--- src/rtl/mig_app_arbiter.sv ---
// Two-port round-robin front end for a single MIG 7-series app interface.
// One command in flight at a time; read data is steered back by an in-order tag FIFO.
module mig_app_arbiter #(
    parameter int ADDR_W    = 29,
    parameter int DATA_W    = 256,
    parameter int TAG_DEPTH = 16
) (
    input  logic                  ui_clk,
    input  logic                  sys_rst,
    input  logic                  init_calib_complete,
    input  logic                  p0_req,
    input  logic                  p0_rnw,
    input  logic [ADDR_W-1:0]     p0_addr,
    input  logic [DATA_W-1:0]     p0_wdata,
    input  logic                  p1_req,
    input  logic                  p1_rnw,
    input  logic [ADDR_W-1:0]     p1_addr,
    input  logic [DATA_W-1:0]     p1_wdata,
    output logic                  p0_gnt,
    output logic                  p1_gnt,
    output logic [DATA_W-1:0]     p0_rd_data,
    output logic [DATA_W-1:0]     p1_rd_data,
    output logic                  p0_rd_valid,
    output logic                  p1_rd_valid,
    output logic [ADDR_W-1:0]     app_addr,
    output logic [2:0]            app_cmd,
    output logic                  app_en,
    output logic [DATA_W-1:0]     app_wdf_data,
    output logic                  app_wdf_wren,
    output logic                  app_wdf_end,
    output logic [DATA_W/8-1:0]   app_wdf_mask,
    input  logic                  app_rdy,
    input  logic                  app_wdf_rdy,
    input  logic [DATA_W-1:0]     app_rd_data,
    input  logic                  app_rd_data_valid,
    output logic                  rd_orphan
);

    localparam int PTR_W = $clog2(TAG_DEPTH);

    typedef enum logic [1:0] {S_CALIB, S_ARB, S_ISSUE} state_t;

    state_t              state, state_next;
    logic                last_gnt;
    logic [ADDR_W-1:0]   addr_p0;
    logic [2:0]          cmd_p0;
    logic [DATA_W-1:0]   wdata_p0;

    logic                tag_mem [TAG_DEPTH];
    logic [PTR_W-1:0]    wr_ptr, rd_ptr;
    logic [PTR_W:0]      tag_cnt;
    logic                tag_full, tag_empty, tag_push, tag_pop, pop_tag;

    logic                elig0, elig1, gnt0, gnt1, wr_fire, accept;
    logic [DATA_W-1:0]   rd_data_p1;
    logic                vld0_p1, vld1_p1;
    logic                orphan_r;

    // count never exceeds TAG_DEPTH, so its MSB alone marks full
    assign tag_full  = tag_cnt[PTR_W];
    assign tag_empty = (tag_cnt == '0);
    assign elig0     = p0_req & (~p0_rnw | ~tag_full);
    assign elig1     = p1_req & (~p1_rnw | ~tag_full);

    always_comb begin
        state_next = state;
        gnt0       = 1'b0;
        gnt1       = 1'b0;
        wr_fire    = 1'b0;
        tag_push   = 1'b0;
        accept     = 1'b0;
        case (state)
            S_CALIB: if (init_calib_complete) state_next = S_ARB;
            S_ARB: begin
                gnt0 = elig0 & (~elig1 | last_gnt);
                gnt1 = elig1 & (~elig0 | ~last_gnt);
                if (gnt0 | gnt1) state_next = S_ISSUE;
            end
            S_ISSUE: begin
                wr_fire  = (cmd_p0 == 3'b000) & app_rdy & app_wdf_rdy;
                tag_push = (cmd_p0 == 3'b001) & app_rdy;
                accept   = wr_fire | tag_push;
                if (accept) state_next = S_ARB;
            end
            default: state_next = S_CALIB;
        endcase
    end

    // command capture stage
    always_ff @(posedge ui_clk or negedge sys_rst) begin
        if (!sys_rst) begin
            state    <= S_CALIB;
            last_gnt <= 1'b1;
            addr_p0  <= '0;
            cmd_p0   <= 3'b000;
            wdata_p0 <= '0;
        end else begin
            state <= state_next;
            if (gnt0) begin
                last_gnt <= 1'b0;
                addr_p0  <= p0_addr;
                cmd_p0   <= {2'b00, p0_rnw};
                wdata_p0 <= p0_wdata;
            end else if (gnt1) begin
                last_gnt <= 1'b1;
                addr_p0  <= p1_addr;
                cmd_p0   <= {2'b00, p1_rnw};
                wdata_p0 <= p1_wdata;
            end
        end
    end

    // an empty FIFO with a same-cycle push hands the new tag straight through
    assign tag_pop = app_rd_data_valid & (~tag_empty | tag_push);
    assign pop_tag = tag_empty ? last_gnt : tag_mem[rd_ptr];

    always_ff @(posedge ui_clk) begin
        if (tag_push) tag_mem[wr_ptr] <= last_gnt;
    end

    always_ff @(posedge ui_clk or negedge sys_rst) begin
        if (!sys_rst) begin
            wr_ptr  <= '0;
            rd_ptr  <= '0;
            tag_cnt <= '0;
        end else begin
            if (tag_push) wr_ptr <= wr_ptr + 1'b1;
            if (tag_pop)  rd_ptr <= rd_ptr + 1'b1;
            case ({tag_push, tag_pop})
                2'b10:   tag_cnt <= tag_cnt + 1'b1;
                2'b01:   tag_cnt <= tag_cnt - 1'b1;
                default: tag_cnt <= tag_cnt;
            endcase
        end
    end

    // read return stage
    always_ff @(posedge ui_clk or negedge sys_rst) begin
        if (!sys_rst) begin
            rd_data_p1 <= '0;
            vld0_p1    <= 1'b0;
            vld1_p1    <= 1'b0;
            orphan_r   <= 1'b0;
        end else begin
            vld0_p1 <= tag_pop & ~pop_tag;
            vld1_p1 <= tag_pop & pop_tag;
            if (tag_pop) rd_data_p1 <= app_rd_data;
            if (app_rd_data_valid & ~tag_pop) orphan_r <= 1'b1;
        end
    end

    assign p0_gnt       = gnt0;
    assign p1_gnt       = gnt1;
    assign app_en       = (state == S_ISSUE);
    assign app_addr     = addr_p0;
    assign app_cmd      = cmd_p0;
    assign app_wdf_data = wdata_p0;
    assign app_wdf_wren = wr_fire;
    assign app_wdf_end  = wr_fire;
    assign app_wdf_mask = '0;
    assign p0_rd_data   = rd_data_p1;
    assign p1_rd_data   = rd_data_p1;
    assign p0_rd_valid  = vld0_p1;
    assign p1_rd_valid  = vld1_p1;
    assign rd_orphan    = orphan_r;

endmodule

--- config.mk ---
export PLATFORM = sky130hd
export DESIGN_NAME = mig_app_arbiter
export DESIGN_NICKNAME = d
export VERILOG_FILES = /design/src/rtl/mig_app_arbiter.sv
export SDC_FILE = /design/constraint.sdc
export NUM_CORES = 1
export LEC_CHECK = 0
export ABC_AREA = 1
export CAP_MARGIN = 20
export CORE_AREA = 2 2 646 648
export CTS_CLUSTER_SIZE = 24
export DETAILED_ROUTE_END_ITERATION = 12
export DIE_AREA = 0 0 648 650
export PLACE_DENSITY = 0.34
export SLEW_MARGIN = 10
export SYNTH_ARGS = -nofsm -noshare
export SYNTH_HDL_FRONTEND = slang
export SYNTH_SLANG_ARGS = --single-unit
--- constraint.sdc ---
create_clock -name ui_clk -period 4 [get_ports ui_clk]
set_input_delay 0.6 -clock ui_clk [delete_from_list [all_inputs] [get_ports ui_clk]]
set_output_delay 0.6 -clock ui_clk [all_outputs]
set_load 0.02 [all_outputs]
==> metrics.yaml <==
clock_tree:
  cts_tree: "done"
  clockBufferDepth: 4
  postCtsSetupBuffers: 0
  cts_root_buffer: "clkbuf_16"
  htreeDepth: 3
  cts_made_buffers: 88
  clkSlewWorstSetupHoldPaths_ps: 60
  cts_sinks: 577
  clkLatencyLatePin_ps: 810
floorplan:
  die_w_um: 648
  rows: 237
  io_pins: 1676
  start_util_pct: 6.37
  die_area_sq_um: 421000
  core_area_sq_um: 415000
  die_h_um: 650
timing:
  min_period_ps: 3630
  final-hold-violation-count: 0
  rsz0062_at_grt: "no"
  setup-violations-final: 0
  max-slew-margin-rel_pct: 29.2
  period_share_pct: 90.6
  finalSetupTns_ps: 0
  worst_pin_slew_ps: 1060
  clock.fmax_mhz: 276
  fin_worst_skew_ps: 44.7
  final_max_slew_viol_count: 0
worst_setup_path:
  path_common_cell: "nand2_1"
  cp_data_arrival_time_ps: 3030
  reg2reg_to: "p0_rd_data[161]"
  crit_family: "buffers and inverters"
  r2r-start: "tag_cnt[4]"
  rr_worst_depth: 8
  worstSetupPathDepth: 8
  cp-end-kind: "primary output"
  critPathLaunchType: "register"
  startpoint: "tag_cnt[4]"
  path_class: "reg -> out"
  slowest_stage: "clkdlybuf4s50_1"
  path_cells: "buf_4 -> nand2_1 -> nand2_1 -> nor3_4 -> o21ai_4 -> buf_12 -> inv_8 -> clkdlybuf4s50_1"
  required_ps: 3400
  crit_fanout: 5
  critPathCapture: "p0_gnt"
  cp.buffers_inverters: 4
  cp_slowest_stage_delay_ps: 760
  r2r_slack_ps: 1150
yosys:
  synthCells: 3136
  yosysTopAreaCell: "dfrtp_1"
  syn_area_sq_um: 26400
  synth_cell_types: 35
  ys_top_cells_by_area: "dfrtp_1 (53%), nand2_1 (16%), buf_4 (8.7%), o21ai_1 (6.2%), o21ai_0 (4.9%)"
  ys_warn_count: 0
  synth_top_area_share_pct: 53.0
  synth.avg_cell_area_sq_um: 8.43
  yosysSeqAreaShare_pct: 54.9
  ys_seq_elements: 577
final_layout:
  area_growth_pct: 91.2
  fin_area_sq_um: 50500
  stdcell_count: 10128
  num-nets-final: 5366
  final_cell_mix: "clkdlybuf4s50_1 (1,624), nand2_1 (1,099), dfrtp_1 (559)"
  nFillCells: 47601
  final_layout_size_suffix_gt1_share_pct: 5.44
  final_common_cell: "clkdlybuf4s50_1"
  final_core_util_pct: 12.2
flow_run:
  drv_cap: 0
routing:
  first_pass_iters: 5
  drcViolationCount: 0
  drtIter0Drc: 2148
  vias_per_cell: 2.86
  detail_route.wl_per_cell_um: 29.6
  drt_wl_total_um: 300000
  ant_nets: 0
  num_vias: 28952
power:
  peakVddDrop_uv: 406
  p_leak_nw: 20.1
  power-per-cell-area_nw_per_um2: 716
  finalPower_w: 0.0362
placement:
  port_buffers: 1641
  dp_hpwl_um: 261000
  gp_congestion: 1.03
  place_area_sq_um: 47700
  dp.cells: 9929
hold_path:
  hold_start: "app_rd_data[35]"
  hp-class: "in -> reg"
global_route:
  grt_pass1_vias: 29608
  grt_max_degree: 133
  grt_pass1_wl_um: 369000
  antenna_found_initial: 222
  gr-total-overflow: 0
  gr-usage-all-layers_pct: 13.8
outcome:
  outcome: "finished clean"
[layout make-up]
class / instances / area (sq um) / area share [%]
clock inverter: 23 / 305 / 0.604
sequential: 577 / 14500 / 28.7
tap: 5497 / 6880 / 13.6
inverter: 28 / 135 / 0.267
clock buffer: 120 / 2420 / 4.79
multi-input combinational: 2091 / 8810 / 17.4
timing repair buffer: 1737 / 17300 / 34.3
antenna: 55 / 138 / 0.272
[worst reg2reg max path, cell delays in order, from the launching register on]
cell and delay (ps):
dfrtp_2 530, inv_1 130, nand3_1 290, nor2_2 270, nor2_4 100, inv_8 460, buf_4 800, nand2_1 120
nand2_1 80
[what timing repair did]
action	CTS	global route
resized for setup	1	0
hold endpoints to repair	31	0
hold buffers	1	0
endpoints found under the setup margin	1	0
[cell usage after synthesis (all sizes together)]
master  number
dfrtp      560
dfstp        1
a31oi        1
o31ai        1
a21oi        2
ha           7
xor2         7
o21ai      584
conb         1
buf        411
clkbuf      62
edfxtp      16
nand2     1101
nor2       326
nand3       16
inv         28
a21o         1
a21boi       1
or2          1
nand4        4
nor3         2
xnor2        3
[how the worst min path moves through the flow]
stage / to / cells after the start
3_3_place_gp: rd_orphan / 1
6_report: p0_rd_data[35] / 3
4_1_cts: p0_rd_data[35] / 3
2_1_floorplan: app_addr[0] / 0
5_1_grt: p0_rd_data[20] / 3
3_5_place_dp: rd_orphan / 1
[where the power goes]
part           internal, W  switching, W
Sequential         0.00805       0.00195
Clock              0.00459       0.00319
Combinational      0.00693        0.0115
Total               0.0196        0.0166
[sequential cells by signal (all words and copies together) (netlist names), 2 cells and up]
register,count
rd_ptr,4
app_wdf_data,256
wr_ptr,4
state,2
p0_rd_data,256
tag_cnt,5
tag_mem,16
app_addr,29
[cell families after synthesis]
group,Yosys count,share of synthesized area (%)
buffers and inverters,501,12.3
other,1,0.0142
xor gates and xnor gates,10,0.331
AOI/OAI and AO/OA,590,11.2
adders and majority gates,7,0.331
DFF,577,54.9
and+or+nand+nor,1450,20.9
[routing by layer]
layer  up-vias  routed length [um]  global-route usage (%)
li1      12557                   -                       -
met1     14239               98400                    13.4
met2      1556              152000                    25.1
met3       506               38600                    7.45
met4        94                9690                    3.53
met5         -                 650                       0
[through the flow]
| stage | worst slack, ps | hold WS, ps |
|---|---|---|
| floorplan | 1540 | 304 |
| global placement | 482 | 443 |
| detailed placement | 556 | 447 |
| CTS | 148 | 227 |
| global route | 162 | 283 |
| finish | 374 | 338 |
No activity file was read; power rests on OpenSTA's default activity.
